--- src/rtl/ring_slot_pkg.sv ---
// Shared types and constants for the ring slot tracker.
package ring_slot_pkg;

  typedef enum logic [1:0] {
    StIdle     = 2'd0,
    StTracking = 2'd1,
    StError    = 2'd2
  } tracker_state_e;

  localparam logic [1:0] ERR_NONE         = 2'b00;
  localparam logic [1:0] ERR_NOT_ONE_HOT  = 2'b01;
  localparam logic [1:0] ERR_ILLEGAL_STEP = 2'b10;

  localparam int unsigned DEFAULT_WIDTH     = 32;
  localparam int unsigned DEFAULT_REV_WIDTH = 16;

endpackage

--- src/rtl/one_hot_to_index_encoder.sv ---
// Combinational one-hot to binary encoder with a popcount==1 check.
module one_hot_to_index_encoder #(
  parameter int unsigned WIDTH       = 32,
  parameter int unsigned INDEX_WIDTH = $clog2(WIDTH)
) (
  input  logic [WIDTH-1:0]       one_hot,
  output logic [INDEX_WIDTH-1:0] index,
  output logic                   is_one_hot
);

  // OR of set-bit positions; only meaningful when is_one_hot is true.
  always_comb begin
    index = '0;
    for (int unsigned i = 0; i < WIDTH; i++) begin
      if (one_hot[i]) index = index | INDEX_WIDTH'(i);
    end
  end

  assign is_one_hot = (one_hot != '0) && ((one_hot & (one_hot - WIDTH'(1))) == '0);

endmodule

--- src/rtl/ring_slot_tracker.sv ---
// Tracks a ring counter's one-hot phase as a registered slot index with
// advance/wrap pulses, saturating revolution count and a sticky error.
module ring_slot_tracker
  import ring_slot_pkg::*;
#(
  parameter int unsigned WIDTH       = DEFAULT_WIDTH,
  parameter int unsigned INDEX_WIDTH = $clog2(WIDTH),
  parameter int unsigned REV_WIDTH   = DEFAULT_REV_WIDTH
) (
  input  logic                   Clk_In,
  input  logic                   Reset_N_In,
  input  logic                   Enable_In,
  input  logic                   Clear_In,
  input  logic                   Running_Flag_In,
  input  logic [WIDTH-1:0]       One_Hot_In,
  output logic [INDEX_WIDTH-1:0] Slot_Index_Out,
  output logic                   Slot_Valid_Out,
  output logic                   Advance_Pulse_Out,
  output logic                   Wrap_Pulse_Out,
  output logic [REV_WIDTH-1:0]   Revolution_Count_Out,
  output logic                   Error_Flag_Out,
  output logic [1:0]             Error_Code_Out
);

  tracker_state_e         state;
  logic [INDEX_WIDTH-1:0] enc_index;
  logic                   enc_valid;
  logic [INDEX_WIDTH-1:0] next_index;

  one_hot_to_index_encoder #(
    .WIDTH      (WIDTH),
    .INDEX_WIDTH(INDEX_WIDTH)
  ) u_encoder (
    .one_hot   (One_Hot_In),
    .index     (enc_index),
    .is_one_hot(enc_valid)
  );

  // WIDTH is a power of two, so the natural rollover is the mod-WIDTH step.
  assign next_index = Slot_Index_Out + INDEX_WIDTH'(1);

  always_ff @(posedge Clk_In or negedge Reset_N_In) begin
    if (!Reset_N_In) begin
      state                <= StIdle;
      Slot_Index_Out       <= '0;
      Slot_Valid_Out       <= 1'b0;
      Advance_Pulse_Out    <= 1'b0;
      Wrap_Pulse_Out       <= 1'b0;
      Revolution_Count_Out <= '0;
      Error_Flag_Out       <= 1'b0;
      Error_Code_Out       <= ERR_NONE;
    end else if (Clear_In) begin
      state                <= StIdle;
      Slot_Index_Out       <= '0;
      Slot_Valid_Out       <= 1'b0;
      Advance_Pulse_Out    <= 1'b0;
      Wrap_Pulse_Out       <= 1'b0;
      Revolution_Count_Out <= '0;
      Error_Flag_Out       <= 1'b0;
      Error_Code_Out       <= ERR_NONE;
    end else if (!Enable_In) begin
      Advance_Pulse_Out <= 1'b0;
      Wrap_Pulse_Out    <= 1'b0;
    end else begin
      Advance_Pulse_Out <= 1'b0;
      Wrap_Pulse_Out    <= 1'b0;
      case (state)
        StIdle: begin
          if (enc_valid) begin
            state          <= StTracking;
            Slot_Index_Out <= enc_index;
            Slot_Valid_Out <= 1'b1;
          end
        end
        StTracking: begin
          if (!enc_valid) begin
            state          <= StError;
            Slot_Valid_Out <= 1'b0;
            Error_Flag_Out <= 1'b1;
            Error_Code_Out <= ERR_NOT_ONE_HOT;
          end else if (enc_index == next_index) begin
            Slot_Index_Out    <= enc_index;
            Advance_Pulse_Out <= 1'b1;
            if (Slot_Index_Out == '1) begin
              Wrap_Pulse_Out <= 1'b1;
              if (Revolution_Count_Out != '1) begin
                Revolution_Count_Out <= Revolution_Count_Out + REV_WIDTH'(1);
              end
            end
          end else if (enc_index != Slot_Index_Out) begin
            state          <= StError;
            Slot_Valid_Out <= 1'b0;
            Error_Flag_Out <= 1'b1;
            Error_Code_Out <= ERR_ILLEGAL_STEP;
          end
        end
        StError: begin
          // Sticky until Clear_In or reset.
        end
        default: begin
          state <= StIdle;
        end
      endcase
    end
  end

endmodule

--- config.mk ---
export PLATFORM = sky130hd
export DESIGN_NAME = ring_slot_tracker
export DESIGN_NICKNAME = d
export VERILOG_FILES = /design/src/rtl/ring_slot_pkg.sv /design/src/rtl/one_hot_to_index_encoder.sv /design/src/rtl/ring_slot_tracker.sv
export SDC_FILE = /design/constraint.sdc
export NUM_CORES = 1
export LEC_CHECK = 0
export ABC_AREA = 0
export CORE_MARGIN = 5
export CORE_UTILIZATION = 52
export CTS_BUF_LIST = sky130_fd_sc_hd__clkbuf_8 sky130_fd_sc_hd__clkbuf_16
export DETAILED_ROUTE_END_ITERATION = 7
export HOLD_SLACK_MARGIN = 0.06
export PLACE_DENSITY = 0.82
export SETUP_SLACK_MARGIN = 0.1
export SYNTH_ARGS = -nofsm -noshare
export SYNTH_HDL_FRONTEND = slang
export SYNTH_SLANG_ARGS = --single-unit
--- constraint.sdc ---
create_clock -name Clk_In -period 7.3 [get_ports Clk_In]
set_input_delay 0.73 -clock Clk_In [delete_from_list [all_inputs] [get_ports Clk_In]]
set_output_delay 0.73 -clock Clk_In [all_outputs]
set_load 0.05 [all_outputs]
* Yosys cells after proc, flatten, opt, wreduce, memory -nomap -nowiden
Cells that the tools add are included.
Word-level totals: input bits 37, output and inout bits 27, bits in registers 29
Cells by class: bitwise logic cells 1, muxes and demuxes 195, add/subtract/negate cells 3, equality and inequality tests 14, reduce and logical (&&, ||, !) cells 16
Operators by type and width (count):
- 16-bit two-way mux | 28
- 5-bit two-way mux | 34
- 1-bit two-way mux | 82
- 2-bit two-way mux | 36
- 32-bit bitwise AND | 1
- 32-bit zero test | 1
- 4-bit two-way mux | 8
- 32-bit nonzero test | 1
- 32-bit by 1-bit subtractor with 32-bit output, second input constant | 1
- 16-bit by 1-bit adder with 16-bit output, second input constant | 1
- 16-bit != test, second input constant | 1
- 5-bit AND reduction | 3
- 3-bit two-way mux | 4
- 3-bit != test, second input constant | 4
- 2-bit nonzero test | 6
- 5-bit one-hot mux with 2 select lines | 1
- 4-bit != test, second input constant | 2
- 2-bit one-hot mux with 3 select lines | 1
- 6-bit AND reduction | 1
- 5-bit by 1-bit adder with 5-bit output, second input constant | 1
- 5-bit equality test | 1
- 5-bit equality test, second input constant | 1
- 5-bit != test | 1
- 4-bit AND reduction | 1
- 8 further kinds | 8

* Logic depth before layout (Yosys ltp)
Gate-level depths: netlist (run 1).
depth after elaboration 58, gate-level depth with buffers 11, mapped depth without buffers 9

* Cells and area by module
From an unflattened synthesis (run 1), not the netlist that was laid out.
Unflattened totals: cell total of the unflattened synthesis 270, area total of the unflattened synthesis 2473.6 um^2
Modules (own cells, without submodules):
- ring_slot_tracker | cells each 198, sequential area each 725.7 um^2, area an instance 1905.6 um^2, instances 1
- one_hot_to_index_encoder | cells each 72, sequential area each 0.0 um^2, area an instance 568.0 um^2, instances 1

* Worst setup path before layout (run 1)
OpenSTA, ideal clock, no wires.
kind input to register, from input port One_Hot_In[12], to register Revolution_Count_Out[8], required time 7.175 ns, library setup time 0.125 ns, cell stages on the path 10, buffers on the path 2, setup slack 4.111 ns, arrival time 3.064 ns, cell sequence buf_2 -> nor4_2 -> nand4_2 -> mux2i_1 -> a32oi_1 -> a2111oi_4 -> nand3_2 -> buf_6 -> nor4_1 -> mux2_2
Between the ends: cells in the longest elaborated chain, start to end 23, elaborated cells on any way between the ends 29
Ends and longest elaborated chain:
- from (decl) | line ring_slot_tracker.sv:15 | input logic [WIDTH-1:0] One_Hot_In,
- 4-bit two-way mux (4 in a row) | line one_hot_to_index_encoder.sv:15 | if (one_hot[i]) index = index | INDEX_WIDTH'(i);
- 5-bit two-way mux (16 in a row) | line one_hot_to_index_encoder.sv:15
- 5-bit equality test | line ring_slot_tracker.sv:81 | end else if (enc_index == next_index) begin
- 2-bit nonzero test (no source line)
- 6-bit AND reduction (no source line) *
- to (signal assigned) | line ring_slot_tracker.sv:87 | Revolution_Count_Out <= Revolution_Count_Out + REV_WIDTH'(1);
- to (decl) | line ring_slot_tracker.sv:20 | output logic [REV_WIDTH-1:0] Revolution_Count_Out,
Mark *: on every way between the ends. The rest lies on a longest branch, timed or not. A chain may end at the register's enable or synchronous reset.

* Final worst setup path (run 1)
from input port One_Hot_In[21], to register Revolution_Count_Out[7]
Between the ends: cells in the longest elaborated chain, start to end 14, elaborated cells on any way between the ends 20
Ends and longest elaborated chain (line):
- 5-bit two-way mux (11 in a row) | one_hot_to_index_encoder.sv:15
- 5-bit equality test | ring_slot_tracker.sv:81
- 2-bit nonzero test (no source line)
- 6-bit AND reduction (no source line) *
Marks and branches as above.

==> metrics.txt, run 1 <==
setup TNS=0 ns; multi-input combinational cell area=~0.0014 sq mm; commonest cells after routing, fill and taps aside=62 x clkdlybuf4s50_1, 29 x dfrtp_1, 22 x nor2_1, 22 x a21oi_1, 16 x nand2_1; first-pass GRT wire length=between 10,000 and 15,000 um; status=finished, final reports clean; HPWL after detailed placement=4800 um; largest net degree at the start of global routing=30; DRC=0; area delta synth->final=34.4%; Final Hold Viols=0; Initial Util=0.548; H-tree levels=2; Relative slew margins=0.267; final antenna-violating net count=0; # diodes=0; area leader, netlist=dfrtp_1; Die Footprint=approximately 0.0057 sq mm; Crit. End Element=flop; Power Density=between 100 and 150 mW/mm^2; I/O Buffers=between 60 and 70; clk_skew=0.00354 ns; ys flop type=dfrtp_1; Final Worst Setup Slack=3.08 ns; clk buf depth=2; most common cell after layout, fill and taps aside=clkdlybuf4s50_1; Total Power=around 380 uW; Filler cells=325; worst path cell trace=clkdlybuf4s50_1, nor4_1, nand2b_1, nor4_2, a32oi_1, a2111oi_4, nand3_2, or4_1, a21oi_1; Ys Warns=0; Chip Width=about 76 um; Yosys reg bits=29; grt peak-use layer=met2; postcts setup bufs=0; clock latency on the worst-skew pair=0.28 ns; Starting DRT DRC Count=148; CP Max Fanout=27; share of layout cells above drive strength 1=0.0695; Crit Path Category=primary input to flop; final count of pins violating max slew=0; met1 usage=0.334; CP startpoint kind=primary input; Slowest-stage cell, CP=nor4_1; met3 Use GR=0.0501; Cell Area, Synth=between 0.002 and 0.0025 sq mm; GPL Wtd Cong=between 0.9 and 1; Critical Path RT=7.47 ns; CTS tree=built; Worst-Margin Slew=about 1.1 ns; Clock Sinks=29; DRT Pass-1 Iters=4; total CTS buffers=5; Synth area leaders=dfrtp_1 32%, a21oi_1 4.9%, o31ai_1 4.0%, or4_1 4.0%, nor2_1 3.7%; Syn Area/Cell=8.38 sq um; top-area cell type share of the netlist area=0.324; Final setup viols=0; clock transition at the registers of the reported paths=0.06 ns; GRT Total Usage=0.238; Seq/Total Area, Yosys=0.324; height of the die=around 76 um; antenna violations before repair=0; remaining global-route overflow=0; CP max stage delay=between 0.6 and 0.7 ns; Layout Nets=between 300 and 400; fmax=roughly 240 MHz; Worst Path Arrival=4.39 ns; area of the core=approximately 0.0041 sq mm; Final Cycle Share=0.578; Max-Cap Viols=0; CTS root buf=clkbuf_8; Mapped Nets=307; Worst IR Drop VDD=approximately 76 uV; type of the worst min-delay path=flop to flop; Syn Inst Count=267; final wirelength=6320 um; Top Ports=64; Post-synth ARST share=1.00; number of hold buffers added after CTS=0; vias after detailed routing=between 2,000 and 2,500; Pleak=0.00104 uW; GR Util met2=0.375; wire per inst=16.6 um; # rows=23; Min Clock Period, post-route=4.22 ns; RSZ-0062 raised after global routing=false; dpl ws=around 2.9 ns; vias per cell=about 6.4; Post-synth EDFFs=0; Netlist cell types=52; vias in the first global route=about 2,200; Seq. cell area=approximately 730 sq um; cts repair resizes=0
[worst paths after layout]
check / cells past startpoint / startpoint / endpoint / slack, ns
setup / recovery: 9 / One_Hot_In[21] / Revolution_Count_Out[7] / 3.08
hold / removal: 2 / Error_Flag_Out / Error_Flag_Out / 0.51
setup reg to reg: 9 / Slot_Index_Out[0] / Revolution_Count_Out[7] / 4.12
hold reg to reg: 2 / Error_Flag_Out / Error_Flag_Out / 0.51
max in group asynchronous: 2 / Reset_N_In / Revolution_Count_Out[14] / 6.19
min in group asynchronous: 2 / Reset_N_In / Slot_Index_Out[0] / 0.83
[per-stage QoR]
stage / instance area (sq um) / util / cells / hold slack, ns
after floorplan: 2240 / - / 267 / 0.434
after global placement: 2890 / 0.708 / 373 / 0.501
after detailed placement: 2890 / 0.708 / 373 / 0.505
after CTS: 3010 / 0.736 / 381 / 0.515
after global routing: 3010 / 0.736 / 381 / 0.538
final: 3010 / 0.736 / 381 / 0.510
[critical path: cells and delay by family]
family	cells	cell delay, ns
AOI/OAI and AO/OA	3	0.94
buffers and inverters	1	0.45
and+or+nand+nor	5	2.24
[report_power, final]
| group | total (uW) | leakage [uW] | internal (uW) | switching, uW |
|---|---|---|---|---|
| Combinational | 50.2 | 0.000574 | 23.2 | 26.9 |
| Clock | 173 | 0.0000626 | 110 | 63.4 |
| Sequential | 161 | 0.000405 | 161 | 0.0000000314 |
| Total | 384 | 0.00104 | 294 | 90.3 |
[kinds of logic (layout without fill, tap and decap cells)]
| family | Yosys count | count (layout) | synth area share |
|---|---|---|---|
| muxes | 6 | 6 | 0.0274 |
| xor gates and xnor gates | 9 | 9 | 0.0352 |
| adders and majority gates | 4 | 4 | 0.0212 |
| and+or+nand+nor | 134 | 134 | 0.362 |
| AOI/OAI and AO/OA | 66 | 66 | 0.193 |
| DFF | 29 | 29 | 0.324 |
| buffers and inverters | 19 | 83 | 0.0363 |
[Yosys cell counts (3+ instances only)]
cell type  instances
nor3_1            10
and2_1             4
or3_1              7
nor4_1            13
o21ai_0           13
mux2i_1            5
dfrtp_1           29
nand2_1           16
or4_1             12
nand3_1           12
nor2b_1            3
o31ai_1           12
ha_1               3
xnor2_1            7
nor2_1            22
nand4_1           12
a21oi_1           22
clkbuf_1           4
or2_2              4
inv_1             12
[sequential cells by signal, indices dropped and copies added (netlist names)]
register	count
Revolution_Count_Out	16
Wrap_Pulse_Out	1
Advance_Pulse_Out	1
Slot_Index_Out	5
state	2
Error_Code_Out	2
Slot_Valid_Out	1
Error_Flag_Out	1
[area by class of cell]
cell class,count,share of cell area
well taps,50,0.0208
inverters,12,0.0150
clock buffers,6,0.0274
repair buffers,63,0.209
flip-flops and latches,29,0.241
multi-input cells,219,0.476
clock inverters,2,0.0112
[routing by layer]
layer | part of all wire | wire length [um]
met1 | 0.44 | 2810
met2 | 0.46 | 2930
met3 | 0.078 | 496
met4 | 0.014 | 87
met5 | 0 | 0
Power figures use the tool's default switching activity.
==> run 2: changes to the inputs <==
- CORE_UTILIZATION: 52 -> 44
- PLACE_DENSITY: 0.82 -> 0.74
- clock period: 7.3 -> 3.4 ns (I/O delays scaled with it)
==> run 2 against run 1 <==
Count of clock-buffer cells in the layout stayed put. Core utilization is 8.6 points lower. Combinational power is 140% higher. Sequential share of layout area is 1.9 points lower. Non-clock buffer count is 28 higher. Global-route usage is 2.5 points lower. Sequential cell count stayed put. Sequential power is 110% higher. Clock power is 120% higher. Critical endpoint is now Revolution_Count_Out[8]. Largest power group unchanged.
==> metrics.txt, run 2 (synthesis results as in run 1) <==
commonest cells after routing, fill and taps aside=62 x clkdlybuf4s50_1, 29 x dfrtp_1, 29 x buf_4; Layout Nets=398 (+7.6%); Switch Pwr=199 uW (+120%); CTS tree=built; CP Max Fanout=15 (-44%); HPWL after detailed placement=5310 um (+11%); Worst IR Drop VDD=188 uV (+150%); area delta synth->final=45.6%; height of the die=81.3 um (+7.6%); Relative slew margins=0.646 (+0.379); Clk pwr share=0.444 (-0.007); Crit Path Category=primary input to flop; CTS root buf=clkbuf_8; status=finished, final reports clean; fmax=325 MHz; Sw Share=0.237 (+0.00184); Largest regs=Revolution_Count_Out (16), Slot_Index_Out (5); Power Density=258 mW/mm^2 (+100%); Core Util, Final=0.651 (-0.0858); clock transition at the registers of the reported paths=0.07 ns (about the same); final count of pins violating max slew=0 (unchanged); Pleak=0.00118 uW (+13%); Reg with most FFs=Revolution_Count_Out; max FFs per register=16 (unchanged); total CTS buffers=5 (unchanged); setup TNS=0 ns (unchanged); Reg power frac=0.411 (-0.007); antenna violations before repair=0 (unchanged); RSZ-0062 raised after global routing=false; Filler cells=477 (+47%); final antenna-violating net count=0 (unchanged); internal power=641 uW (+120%); remaining global-route overflow=0 (unchanged); DRT Pass-1 Iters=4 (unchanged); Min Clock Period, post-route=roughly 3.1 ns; wire per inst=15.7 um (-5.3%); # rows=26 (+13%); I/O Buffers=62 (unchanged); # diodes=0 (unchanged); Starting DRT DRC Count=139 (-6.1%); clk_skew=0.0123 ns (+0.00871 ns); vias per cell=5.92 (-7.5%); Worst Path Arrival=3.26 ns (-1.13 ns); Critical Path RT=3.58 ns (-3.89 ns); vias after detailed routing=2,539 (+4.1%); Crit. End Element=flop; first-pass GRT wire length=11,000 um (+4.4%); share of layout cells above drive strength 1=0.145 (+0.0754); DRC=0 (unchanged); vias in the first global route=2,432 (+8.2%); largest net degree at the start of global routing=30 (unchanged); GRT Total Usage=0.213 (-0.0249); Chip Width=81.3 um (+7.6%); CP startpoint kind=primary input; Worst-Margin Slew=0.530 ns (-0.567 ns); Die Footprint=0.00661 sq mm (+16%); type of the worst min-delay path=primary input to async pin; final wirelength=6740 um (+6.6%); Top Ports=64 (unchanged); combinational share of power=0.146 (+0.015); postcts setup bufs=0 (unchanged); clock latency on the worst-skew pair=0.29 ns (about the same); Max-Cap Viols=0 (unchanged); Final setup viols=0 (unchanged); Initial Util=0.447 (-0.101); clk buf depth=2 (unchanged); area of the core=0.00501 sq mm (+23%); GPL Wtd Cong=0.930 (-4.0%); Final Cycle Share=0.906; most common cell after layout, fill and taps aside=clkdlybuf4s50_1; Clock Sinks=29 (unchanged); H-tree levels=2 (unchanged); Final Hold Viols=0 (unchanged)
==> run 2: final cells by class <==
type	instances	area, sq um	share of cell area
clock buffers	6	82.6	0.0253
well taps	70	87.6	0.0269
flip-flops and latches	29	726	0.223
repair buffers	91	838	0.257
multi-input cells	219	1450	0.444
inverters	12	45.0	0.0138
clock inverters	2	33.8	0.0104
==> run 2: routing by layer <==
layer | vias to the layer above | global-route usage | share of wire | wire length [um]
met1 | 1216 | 0.260 | 0.42 | 2800
met4 | 0 | 0.0709 | 0.018 | 122
li1 | 1219 | - | - | -
met3 | 14 | 0.0366 | 0.061 | 411
met5 | - | 0 | 0 | 0
met2 | 90 | 0.375 | 0.50 | 3400
==> run 2: repair_timing <==
item | 4_1_cts | 5_1_grt
setup endpoints to repair | 0 | 4
gates resized for setup | 0 | 2
hold buffers | 0 | 0
==> run 2: power groups by stage <==
stage | Sequential, uW | Combinational, uW | Clock [uW]
after floorplan | 352 | 31.5 | 0
after global placement | 351 | 118 | 0
after detailed placement | 351 | 119 | 0
after CTS | 345 | 119 | 377
after global routing | 345 | 132 | 387
final | 345 | 122 | 373
==> run 2: metrics by stage <==
step / total power (uW) / setup WS (ns) / hold WS [ns] / cell area (sq um) / instances
after CTS: 841 / 0.324 / 0.445 / 3240 / 429
after global placement: 469 / 0.0668 / 0.501 / 3130 / 421
final: 840 / 0.321 / 0.434 / 3260 / 429
after detailed placement: 471 / 0.0268 / 0.506 / 3130 / 421
after global routing: 864 / 0.130 / 0.473 / 3260 / 429
after floorplan: 383 / 0.534 / 0.0444 / 2240 / 267
==> run 2: path summary, 6_finish.rpt <==
check / end / startpoint / cells after the start / slack, ns
max in group asynchronous: Revolution_Count_Out[9] / Reset_N_In / 2 / 2.69
worst max-delay path: Revolution_Count_Out[8] / One_Hot_In[11] / 10 / 0.32
min in group Clk_In: Error_Flag_Out / Error_Flag_Out / 2 / 0.51
worst min register to register: Error_Flag_Out / Error_Flag_Out / 2 / 0.51
worst max register to register: Revolution_Count_Out[8] / Slot_Index_Out[0] / 10 / 0.60
worst min-delay path: Revolution_Count_Out[8] / Reset_N_In / 2 / 0.43
==> run 2: critical path, cell delays in order <==
cell,delay (ns)
clkdlybuf4s50_1,0.53
or2_2,0.33
or4_1,0.56
nor3_2,0.13
o2111ai_1,0.19
nor3b_2,0.27
nand3_2,0.10
buf_4,0.19
nor4_1,0.23
mux2_2,0.37
==> run 3: changes to the inputs <==
- SKIP_CTS_REPAIR_TIMING: not set -> 1
==> results of run 3 <==
Same layout as run 2: the final DEF is identical, and so are final timing and power.
